<file path="src/rtl/binary_div_8_seq_bi_pkg.sv">
`default_nettype none
// +----------------------------------------------------------------------------+
// | Package : binary_div_pkg                                                   |
// | Purpose : shared widths, FSM state encodings and magnitude/negate helpers  |
// |           for the sequential signed restoring divider.                     |
// | Rev     : 1.0  initial release                                             |
// +----------------------------------------------------------------------------+
package binary_div_pkg;

  // Default operand width; the dividend is 2*DIV_W-1 bits wide.
  localparam int DIV_W = 8;

  // FSM state encodings
  localparam logic [1:0] S_IDLE = 2'd0;
  localparam logic [1:0] S_CALC = 2'd1;
  localparam logic [1:0] S_FIX  = 2'd2;

  // Two's-complement negate at 32 bits; callers slice the low bits they need.
  function automatic logic [31:0] neg32(input logic [31:0] x);
    return -x;
  endfunction

  // Magnitude of a sign-extended value. The result is read back as unsigned,
  // so the most-negative input maps to its true magnitude without wrapping.
  function automatic logic [31:0] abs32(input logic [31:0] x);
    return x[31] ? -x : x;
  endfunction

endpackage
`default_nettype wire

</file>
<file path="src/rtl/binary_div_8_seq_bi_if.sv">
`default_nettype none
// +----------------------------------------------------------------------------+
// | Interface : binary_div_8_seq_bi_if                                         |
// | Purpose   : request/result bundle of the sequential signed divider.        |
// | Ports     : en, start, dividend[2W-2:0], divisor[W-1:0]  (master -> slave) |
// |             busy, done, quot[W-1:0], rem[W-1:0], ovf, dz (slave -> master) |
// | Rev       : 1.0  initial release                                           |
// +----------------------------------------------------------------------------+
interface binary_div_8_seq_bi_if
  import binary_div_pkg::*;
#(
  parameter int W = DIV_W
);
  logic           en;
  logic           start;
  logic [2*W-2:0] dividend;
  logic [W-1:0]   divisor;
  logic           busy;
  logic           done;
  logic [W-1:0]   quot;
  logic [W-1:0]   rem;
  logic           ovf;
  logic           dz;

  modport master (
    output en, start, dividend, divisor,
    input  busy, done, quot, rem, ovf, dz
  );

  modport slave (
    input  en, start, dividend, divisor,
    output busy, done, quot, rem, ovf, dz
  );
endinterface
`default_nettype wire

</file>
<file path="src/rtl/binary_div_8_seq_bi_step.sv">
`default_nettype none
// +----------------------------------------------------------------------------+
// | Module  : binary_div_step                                                  |
// | Purpose : one restoring shift-compare-subtract iteration (combinational).  |
// | Ports   : pr[W:0] partial remainder, nbit next dividend bit,               |
// |           dmag[W-1:0] divisor magnitude -> pr_next[W:0], qbit              |
// | Rev     : 1.0  initial release                                             |
// +----------------------------------------------------------------------------+
module binary_div_step
  import binary_div_pkg::*;
#(
  parameter int W = DIV_W
) (
  input  logic [W:0]   pr,
  input  logic         nbit,
  input  logic [W-1:0] dmag,
  output logic [W:0]   pr_next,
  output logic         qbit
);

  logic [W+1:0] w_sh;

  assign w_sh = {pr, nbit};

  // The compare uses the full shifted value; the subtract result always fits
  // W+1 bits because pr stays below dmag between iterations.
  assign qbit    = (w_sh >= {2'b00, dmag});
  assign pr_next = qbit ? (w_sh[W:0] - {1'b0, dmag}) : w_sh[W:0];

endmodule
`default_nettype wire

</file>
<file path="src/rtl/binary_div_8_seq_bi.sv">
`default_nettype none
// +----------------------------------------------------------------------------+
// | Module  : binary_div_8_seq_bi                                              |
// | Purpose : sequential signed divider, (2W-1)-bit dividend by W-bit divisor, |
// |           restoring on magnitudes, one quotient bit per enabled cycle.     |
// |           Quotient truncates toward zero and saturates with ovf; the       |
// |           remainder takes the dividend's sign; dz flags a zero divisor.    |
// | Ports   : clk, rst_n (async, active-low), bus (slave modport of           |
// |           binary_div_8_seq_bi_if)                                          |
// | Rev     : 1.0  initial release                                             |
// +----------------------------------------------------------------------------+
module binary_div_8_seq_bi
  import binary_div_pkg::*;
#(
  parameter int W = DIV_W
) (
  input  logic                  clk,
  input  logic                  rst_n,
  binary_div_8_seq_bi_if.slave  bus
);

  localparam int DVW = 2*W - 1;
  localparam int CW  = $clog2(DVW + 1);

  localparam logic [DVW-1:0] c_QPOS_MAX = DVW'((1 << (W-1)) - 1);
  localparam logic [DVW-1:0] c_QNEG_MAX = DVW'(1 << (W-1));

  logic [1:0]     r_state;
  logic [CW-1:0]  r_cnt;
  logic [DVW-1:0] r_dvd;     // dividend magnitude, shifted out MSB first
  logic [DVW-1:0] r_q;       // quotient magnitude, shifted in LSB
  logic [W:0]     r_pr;      // partial remainder
  logic [W-1:0]   r_dmag;
  logic           r_sdvd;
  logic           r_sdsr;
  logic           r_dz_lat;

  logic           r_busy;
  logic           r_done;
  logic [W-1:0]   r_quot;
  logic [W-1:0]   r_rem;
  logic           r_ovf;
  logic           r_dz;

  logic [W:0]     w_pr_next;
  logic           w_qbit;
  logic           w_qneg;
  logic           w_ovf;
  logic [W-1:0]   w_quot;
  logic [W-1:0]   w_rem;

  binary_div_step #(.W(W)) u_step (
    .pr      (r_pr),
    .nbit    (r_dvd[DVW-1]),
    .dmag    (r_dmag),
    .pr_next (w_pr_next),
    .qbit    (w_qbit)
  );

  // Sign application and saturation, consumed in the FIX state.
  assign w_qneg = r_sdvd ^ r_sdsr;
  assign w_ovf  = !r_dz_lat && (w_qneg ? (r_q > c_QNEG_MAX) : (r_q > c_QPOS_MAX));

  always_comb begin
    w_quot = '0;
    if (r_dz_lat) begin
      w_quot = '0;
    end else if (w_ovf) begin
      w_quot = w_qneg ? {1'b1, {(W-1){1'b0}}} : {1'b0, {(W-1){1'b1}}};
    end else begin
      w_quot = w_qneg ? W'(neg32(32'(r_q))) : r_q[W-1:0];
    end
  end

  always_comb begin
    w_rem = '0;
    if (!r_dz_lat) begin
      w_rem = r_sdvd ? W'(neg32(32'(r_pr))) : r_pr[W-1:0];
    end
  end

  always_ff @(posedge clk or negedge rst_n) begin
    if (!rst_n) begin
      r_state  <= S_IDLE;
      r_cnt    <= '0;
      r_dvd    <= '0;
      r_q      <= '0;
      r_pr     <= '0;
      r_dmag   <= '0;
      r_sdvd   <= 1'b0;
      r_sdsr   <= 1'b0;
      r_dz_lat <= 1'b0;
      r_busy   <= 1'b0;
      r_done   <= 1'b0;
      r_quot   <= '0;
      r_rem    <= '0;
      r_ovf    <= 1'b0;
      r_dz     <= 1'b0;
    end else if (bus.en) begin
      case (r_state)
        S_IDLE: begin
          r_done <= 1'b0;
          if (bus.start) begin
            r_dvd    <= DVW'(abs32(32'(signed'(bus.dividend))));
            r_dmag   <= W'(abs32(32'(signed'(bus.divisor))));
            r_sdvd   <= bus.dividend[DVW-1];
            r_sdsr   <= bus.divisor[W-1];
            r_dz_lat <= (bus.divisor == '0);
            r_pr     <= '0;
            r_q      <= '0;
            r_cnt    <= CW'(DVW);
            r_busy   <= 1'b1;
            r_state  <= S_CALC;
          end
        end
        S_CALC: begin
          r_pr  <= w_pr_next;
          r_dvd <= {r_dvd[DVW-2:0], 1'b0};
          r_q   <= {r_q[DVW-2:0], w_qbit};
          r_cnt <= r_cnt - 1'b1;
          if (r_cnt == CW'(1)) begin
            r_state <= S_FIX;
          end
        end
        S_FIX: begin
          r_quot  <= w_quot;
          r_rem   <= w_rem;
          r_ovf   <= w_ovf;
          r_dz    <= r_dz_lat;
          r_done  <= 1'b1;
          r_busy  <= 1'b0;
          r_state <= S_IDLE;
        end
        default: begin
          r_state <= S_IDLE;
        end
      endcase
    end
  end

  assign bus.busy = r_busy;
  assign bus.done = r_done;
  assign bus.quot = r_quot;
  assign bus.rem  = r_rem;
  assign bus.ovf  = r_ovf;
  assign bus.dz   = r_dz;

endmodule
`default_nettype wire

</file>
<file path="src/flat_wrapper.sv">
// flat-port wrapper written by rule: the top's interface ports become plain ports
module binary_div_8_seq_bi_flat import binary_div_pkg::*;
#(
  parameter int W = DIV_W
)
  (clk, rst_n, bus_en, bus_start, bus_dividend, bus_divisor, bus_busy, bus_done, bus_quot, bus_rem, bus_ovf, bus_dz);
  binary_div_8_seq_bi_if #(.W(W)) bus_i ();
  input  logic clk;
  input  logic rst_n;
  input wire logic [$bits(bus_i.en)-1:0] bus_en;
  input wire logic [$bits(bus_i.start)-1:0] bus_start;
  input wire logic [$bits(bus_i.dividend)-1:0] bus_dividend;
  input wire logic [$bits(bus_i.divisor)-1:0] bus_divisor;
  output wire logic [$bits(bus_i.busy)-1:0] bus_busy;
  output wire logic [$bits(bus_i.done)-1:0] bus_done;
  output wire logic [$bits(bus_i.quot)-1:0] bus_quot;
  output wire logic [$bits(bus_i.rem)-1:0] bus_rem;
  output wire logic [$bits(bus_i.ovf)-1:0] bus_ovf;
  output wire logic [$bits(bus_i.dz)-1:0] bus_dz;
  assign bus_i.en = bus_en;
  assign bus_i.start = bus_start;
  assign bus_i.dividend = bus_dividend;
  assign bus_i.divisor = bus_divisor;
  assign bus_busy = bus_i.busy;
  assign bus_done = bus_i.done;
  assign bus_quot = bus_i.quot;
  assign bus_rem = bus_i.rem;
  assign bus_ovf = bus_i.ovf;
  assign bus_dz = bus_i.dz;
  binary_div_8_seq_bi #(.W(W)) u_core (.clk(clk), .rst_n(rst_n), .bus(bus_i));
endmodule
</file>
<file path="config.mk">
export PLATFORM = sky130hd
export DESIGN_NAME = binary_div_8_seq_bi_flat
export DESIGN_NICKNAME = d
export VERILOG_FILES = /design/src/rtl/binary_div_8_seq_bi_pkg.sv /design/src/rtl/binary_div_8_seq_bi_if.sv /design/src/rtl/binary_div_8_seq_bi_step.sv /design/src/rtl/binary_div_8_seq_bi.sv /design/src/flat_wrapper.sv
export SDC_FILE = /design/constraint.sdc
export NUM_CORES = 1
export LEC_CHECK = 0
export CAP_MARGIN = 5
export CORE_MARGIN = 3
export CORE_UTILIZATION = 60
export DETAILED_ROUTE_END_ITERATION = 16
export PLACE_DENSITY = 0.9
export SLEW_MARGIN = 10
export SYNTH_ARGS = -nofsm -noshare
export SYNTH_HDL_FRONTEND = slang
export SYNTH_HIERARCHICAL = 1
export SYNTH_SLANG_ARGS = --single-unit
</file>
<file path="constraint.sdc">
create_clock -name clk -period 3.35 [get_ports clk]
set_input_delay 0.5025 -clock clk [delete_from_list [all_inputs] [get_ports clk]]
set_output_delay 0.5025 -clock clk [all_outputs]
set_load 0.01 [all_outputs]
</file>
# Word-level counts from Yosys, hierarchy flattened
# Cells that the tools add are included.
op_classes:
  eq_ne: 5
  mux: 24
  order_cmp: 3
  n_reduce_logical: 12
  add_sub_neg: 6
  n_bitwise: 1
ops:
  columns: ["operator", "n"]
  rows:
  - ["case mux 15 bit (2 select lines)", 2]
  - ["2-to-1 mux 8 bit", 7]
  - ["2-to-1 mux 15 bit", 3]
  - ["negation 8 bit", 3]
  - ["2-to-1 mux 9 bit", 2]
  - ["case mux 9 bit (2 select lines)", 1]
  - ["> comparator 15 x 7 -> 1 bit, second input constant", 1]
  - ["> comparator 15 x 8 -> 1 bit, second input constant", 1]
  - ["negation 15 bit", 1]
  - ["AND reduction 3 bit", 4]
  - [">= comparator 10 x 8 -> 1 bit", 1]
  - ["subtractor 9 x 8 -> 9 bit", 1]
  - ["zero test 8 bit", 1]
  - ["case mux 4 bit (2 select lines)", 1]
  - ["equality test 4 x 1 -> 1 bit, second input constant", 1]
  - ["2-to-1 mux 2 bit", 2]
  - ["2-to-1 mux 4 bit", 1]
  - ["case mux 1 bit (2 select lines)", 2]
  - ["case mux 2 bit (2 select lines)", 1]
  - ["AND reduction 2 bit", 2]
  - ["nonzero test 2 bit", 2]
  - ["subtractor 4 x 1 -> 4 bit, second input constant", 1]
  - ["equality test 2 x 1 -> 1 bit, second input constant", 1]
  - ["equality test 2 bit, second input constant", 1]
  - ["other kinds (7)", 8]
word_totals:
  input_bits: 27
  reg_bits: 76
  word_cells: 66
  out_inout_bits: 20

# Logic depth before layout (Yosys ltp)
logic_depth:
  depth_word: 5
  depth_mapped: 11
  mapped_depth_nobuf: 10

# Cells and area by module
# Netlist, hierarchy kept.
modules_own_cells:
  columns: ["module", "n_inst", "cells_per_inst", "seq_area_each_um2", "area_per_inst_um2"]
  rows:
  - ["binary_div_8_seq_bi", 1, 398, 1901.8, 3933.8]
  - ["binary_div_step", 1, 75, 0.0, 523.0]

# Worst setup path before layout
# OpenSTA, ideal clock, no wires.
synth_path:
  path_type: "flip-flop to flip-flop"
  start: "reg u_core.r_dvd[14]"
  end: "reg u_core.r_pr[1]"
  path_buffers: 0
  arrival_ns: 2.054
  stages_incl_launch_ff: 11
  period_less_slack_ns: 2.186
  setup_ns: 0.132
  path_slack_ns: 1.164
  required_ns: 3.218
  path_cell_list: "dfrtp_1 -> inv_1 -> ha_1 -> inv_1 -> fa_1 -> nand3_1 -> a21oi_1 -> nor4b_4 -> mux2_2 -> nand2_1 -> o21ai_0"
synth_between:
  elab_chain_len: 3
  elab_cells_between_ends: 4
  cone_classes: "add/sub: 1; order compare: 1; mux: 2"
synth_lines:
  columns: ["element", "line_no", "text"]
  rows:
  - ["start, declared", "binary_div_8_seq_bi.sv:30", "logic [DVW-1:0] r_dvd;"]
  - ["start signal, assigned", "binary_div_8_seq_bi.sv:104", "r_dvd <= DVW'(abs32(32'(signed'(bus.dividend))));"]
  - ["start signal, assigned", "binary_div_8_seq_bi.sv:118", "r_dvd <= {r_dvd[DVW-2:0], 1'b0};"]
  - ["subtractor 9 x 8 -> 9 bit or >= comparator 10 x 8 -> 1 bit (tied branches)", "binary_div_8_seq_bi_step.sv:28, binary_div_8_seq_bi_step.sv:27", null]
  - ["2-to-1 mux 9 bit *", "binary_div_8_seq_bi_step.sv:28", "assign pr_next = qbit ? (w_sh[W:0] - {1'b0, dmag}) : w_sh[W:0];"]
  - ["net u_core.w_pr_next[1]", "binary_div_8_seq_bi.sv:45", "logic [W:0] w_pr_next;"]
  - ["case mux 9 bit (2 select lines) *", "binary_div_8_seq_bi.sv:100", "case (r_state)"]
  - ["end signal, assigned", "binary_div_8_seq_bi.sv:117", "r_pr <= w_pr_next;"]
  - ["end, declared", "binary_div_8_seq_bi.sv:32", "logic [W:0] r_pr;"]
# The timed path passes the listed nets; every way through them passes the cells marked *.
# A chain may end at the register's enable or synchronous reset.

# Worst setup path after layout
# Ends and elaborated chain as after synthesis.

==> flow_metrics.tcl <==
set metrics [dict create \
    fp.dieH_microns 92.19 \
    most_instantiated_flip_flop_cell_in_the_synthesis_netlist "sky130_fd_sc_hd__dfrtp_1" \
    vias 3819 \
    setup.worst_path.start_class "flip-flop" \
    outcome "complete, no violations" \
    dr.pass1.iters 6 \
    max_cap_violations 0 \
    setup_repair_after_global_routing_missed_its_margin "false" \
    min_period_over_period_pct 80.24 \
    crit_required_ps 3560 \
    layout_min_cycle_time_ps 2688 \
    syn-num-nets 516 \
    asyncSetResetFlopFracSynth_pct 100.0 \
    cts_hold_buf 0 \
    gp_congestion 0.8971 \
    tritoncts "yes" \
    grt_max_degree 52 \
    max_slew.worst_pin.slew_ps 725.8 \
    cp-end-kind "flip-flop" \
    placementRows 30 \
    routed_length_per_placed_instance_microns 16.63 \
    util_after_layout_pct 74.77 \
    fin_skew_ps 6.188 \
    finalInstanceArea_sq_um 5220 \
    arrival_ps 2900 \
    clock.fmax_ghz 0.3720 \
    post-place-cells 598 \
    critical_path_class "reg2reg" \
    route.detailed.drc 0 \
    global_route.usage.total_pct 24.95 \
    first_iter_violations 181 \
    reg2reg_depth 10 \
    vias_per_cell 6.220 \
    grt_overflow_total 0 \
    fp.coreArea_sq_um 6982 \
    final-setup-viol-count 0 \
    setup_total_negative_slack_ps 0 \
    post-cts-setup-buffers 0 \
    worst_setup_hold_path_clk_slew_ps 80 \
    post_synth_num_cell_types 64 \
    clock-sinks 76 \
    synth-edff-count 0 \
    grt_pass1_vias 3680 \
    post_synthesis_instance_area_sq_um 4457 \
    boundary_pin_count 47 \
    cts.repair.resized 0 \
    final-instance-count-excl-fill 614 \
    clock_path_buffers 2 \
    dieArea_sq_um 8498 \
    finalHoldViolCount 0 \
    diodes 0 \
    antenna_violations_before_repair 0 \
    place.port_buffers 46 \
    avg_synthesized_cell_area_sq_um 9.422 \
    fin_nets 556 \
    final_layout_size_suffix_gt1_share_pct 7.529 \
    timing.reg2reg.setup_slack_ps 660 \
    placed_cell_area_sq_um 4979 \
    leakagePower_nw 2.244 \
    total_wirelength_microns 10210 \
    postSynthRegisterBits 76 \
    cts.root.buffer_cell "sky130_fd_sc_hd__clkbuf_8" \
    final_common_cell "sky130_fd_sc_hd__dfrtp_1" \
    number_of_cts_inserted_buffers 9 \
    grt_first_pass_wirelength_microns 17120 \
    worst_skew_pair.late_latency_ps 350 \
    netlist_instances 473 \
    hold_path.class "in2async" \
    die_w_microns 92.19 \
    htree_num_levels 3 \
    antenna_left 0 \
    detailedPlacementHpwl_microns 7378 \
    peakVddDrop_mv 0.3382 \
    report.final.slew_viol_count 0 \
    worst_path_max_fanout 14 \
    relative_area_change_from_synthesis_to_final_layout_pct 17.13 \
    power.density_nw_per_um2 889.8 \
    synth_warnings 6 \
    initial_utilization_pct 63.84 \
    sequential_area_share_after_synthesis_pct 42.67 \
    mostFrequentLayoutCells "76 x sky130_fd_sc_hd__dfrtp_1, 54 x sky130_fd_sc_hd__nand2_1, 45 x sky130_fd_sc_hd__clkdlybuf4s50_1" \
    max_slew_margin_pct 51.26 \
]
sequential cells by signal, indices dropped and copies added (netlist names), 2 cells and up:
signal and flops:
u_core/bus.quot 8, u_core/bus.rem 8, u_core/r_cnt 4, u_core/r_dmag 8
u_core/r_dvd 15, u_core/r_pr 9, u_core/r_q 15, u_core/r_state 2
Yosys cell counts (13+ instances only):
cell,number,area (sq um)
sky130_fd_sc_hd__dfrtp_1,76,1902
sky130_fd_sc_hd__nand2_1,54,202.7
sky130_fd_sc_hd__a21oi_1,28,140.1
sky130_fd_sc_hd__inv_1,26,97.59
sky130_fd_sc_hd__o21ai_0,23,115.1
sky130_fd_sc_hd__a22o_1,20,175.2
sky130_fd_sc_hd__nor2_1,17,63.81
sky130_fd_sc_hd__o21ai_1,16,80.08
sky130_fd_sc_hd__xnor2_1,16,140.1
sky130_fd_sc_hd__ha_1,15,187.7
sky130_fd_sc_hd__clkbuf_1,14,52.55
sky130_fd_sc_hd__o31ai_1,14,105.1
sky130_fd_sc_hd__nor3_1,13,65.06
logic make-up (layout without fill, tap and decap cells):
kind of cell	count (synthesis)	after routing	synth area share [%]
AND/OR/NAND/NOR	148	148	17.83
XOR/XNOR	26	26	5.278
adder cells (fa/ha/maj)	16	16	4.660
flip-flops	76	76	42.67
multiplexers	11	11	2.527
buffers and inverters	53	98	4.997
AO/OA/AOI/OAI	143	143	22.04
routing by layer:
metal	global-route usage, %	routed length [microns]	up-vias
li1	-	-	1806
met1	32.10	4385	1832
met2	41.30	4971	148
met3	3.363	523	33
met4	12.50	328	0
met5	0	0	-
final cells by class:
type | count | area, sq um
clock buffers | 10 | 127.6
clock inverters | 6 | 111.4
fillers | 494 | 1762
inverters | 27 | 101.3
multi-input cells | 344 | 2332
flip-flops and latches | 76 | 1902
well taps | 96 | 120.1
repair buffers | 55 | 525.5
path summary, 6_finish.rpt:
| path | endpoint | startpoint |
|---|---|---|
| worst max-delay path | u_core/r_pr[1]$_DFFE_PN0P_ | u_core/r_dvd[14]$_DFFE_PN0P_ |
| worst min-delay path | u_core/bus.ovf$_DFFE_PN0P_ | rst_n |
| worst max register to register | u_core/r_pr[1]$_DFFE_PN0P_ | u_core/r_dvd[14]$_DFFE_PN0P_ |
| worst min register to register | u_core/r_dvd[7]$_DFFE_PN0P_ | u_core/r_dvd[7]$_DFFE_PN0P_ |
| max in group asynchronous | u_core/r_cnt[1]$_DFFE_PN0P_ | rst_n |
| min in group clk | u_core/r_dvd[7]$_DFFE_PN0P_ | u_core/r_dvd[7]$_DFFE_PN0P_ |
power breakdown:
| group | internal (mW) | switching, mW |
|---|---|---|
| Clock | 0.496 | 0.338 |
| Combinational | 0.997 | 1.23 |
| Sequential | 1.23 | 0.344 |
| Total | 2.73 | 1.92 |
worst max-delay path, cell delays in order, from the launching register on:
cell and delay [ps]:
sky130_fd_sc_hd__dfrtp_1 380, sky130_fd_sc_hd__inv_1 70, sky130_fd_sc_hd__ha_1 160, sky130_fd_sc_hd__inv_1 60, sky130_fd_sc_hd__fa_1 400, sky130_fd_sc_hd__nand3_1 140, sky130_fd_sc_hd__a21oi_1 130, sky130_fd_sc_hd__nor4b_4 660
sky130_fd_sc_hd__mux2_2 410, sky130_fd_sc_hd__nand2_1 50, sky130_fd_sc_hd__o21ai_0 80
per-stage QoR:
step                total power, mW  worst slack, ps  hold WS, ps
floorplan                     3.230             1164        206.9
global placement              3.631            791.8        453.6
detailed placement            3.759            701.4        464.2
CTS                           4.618            679.1        400.0
global route                  4.987            484.0        207.3
finish                        4.645            661.8        165.5
No activity file was read; power rests on OpenSTA's default activity.
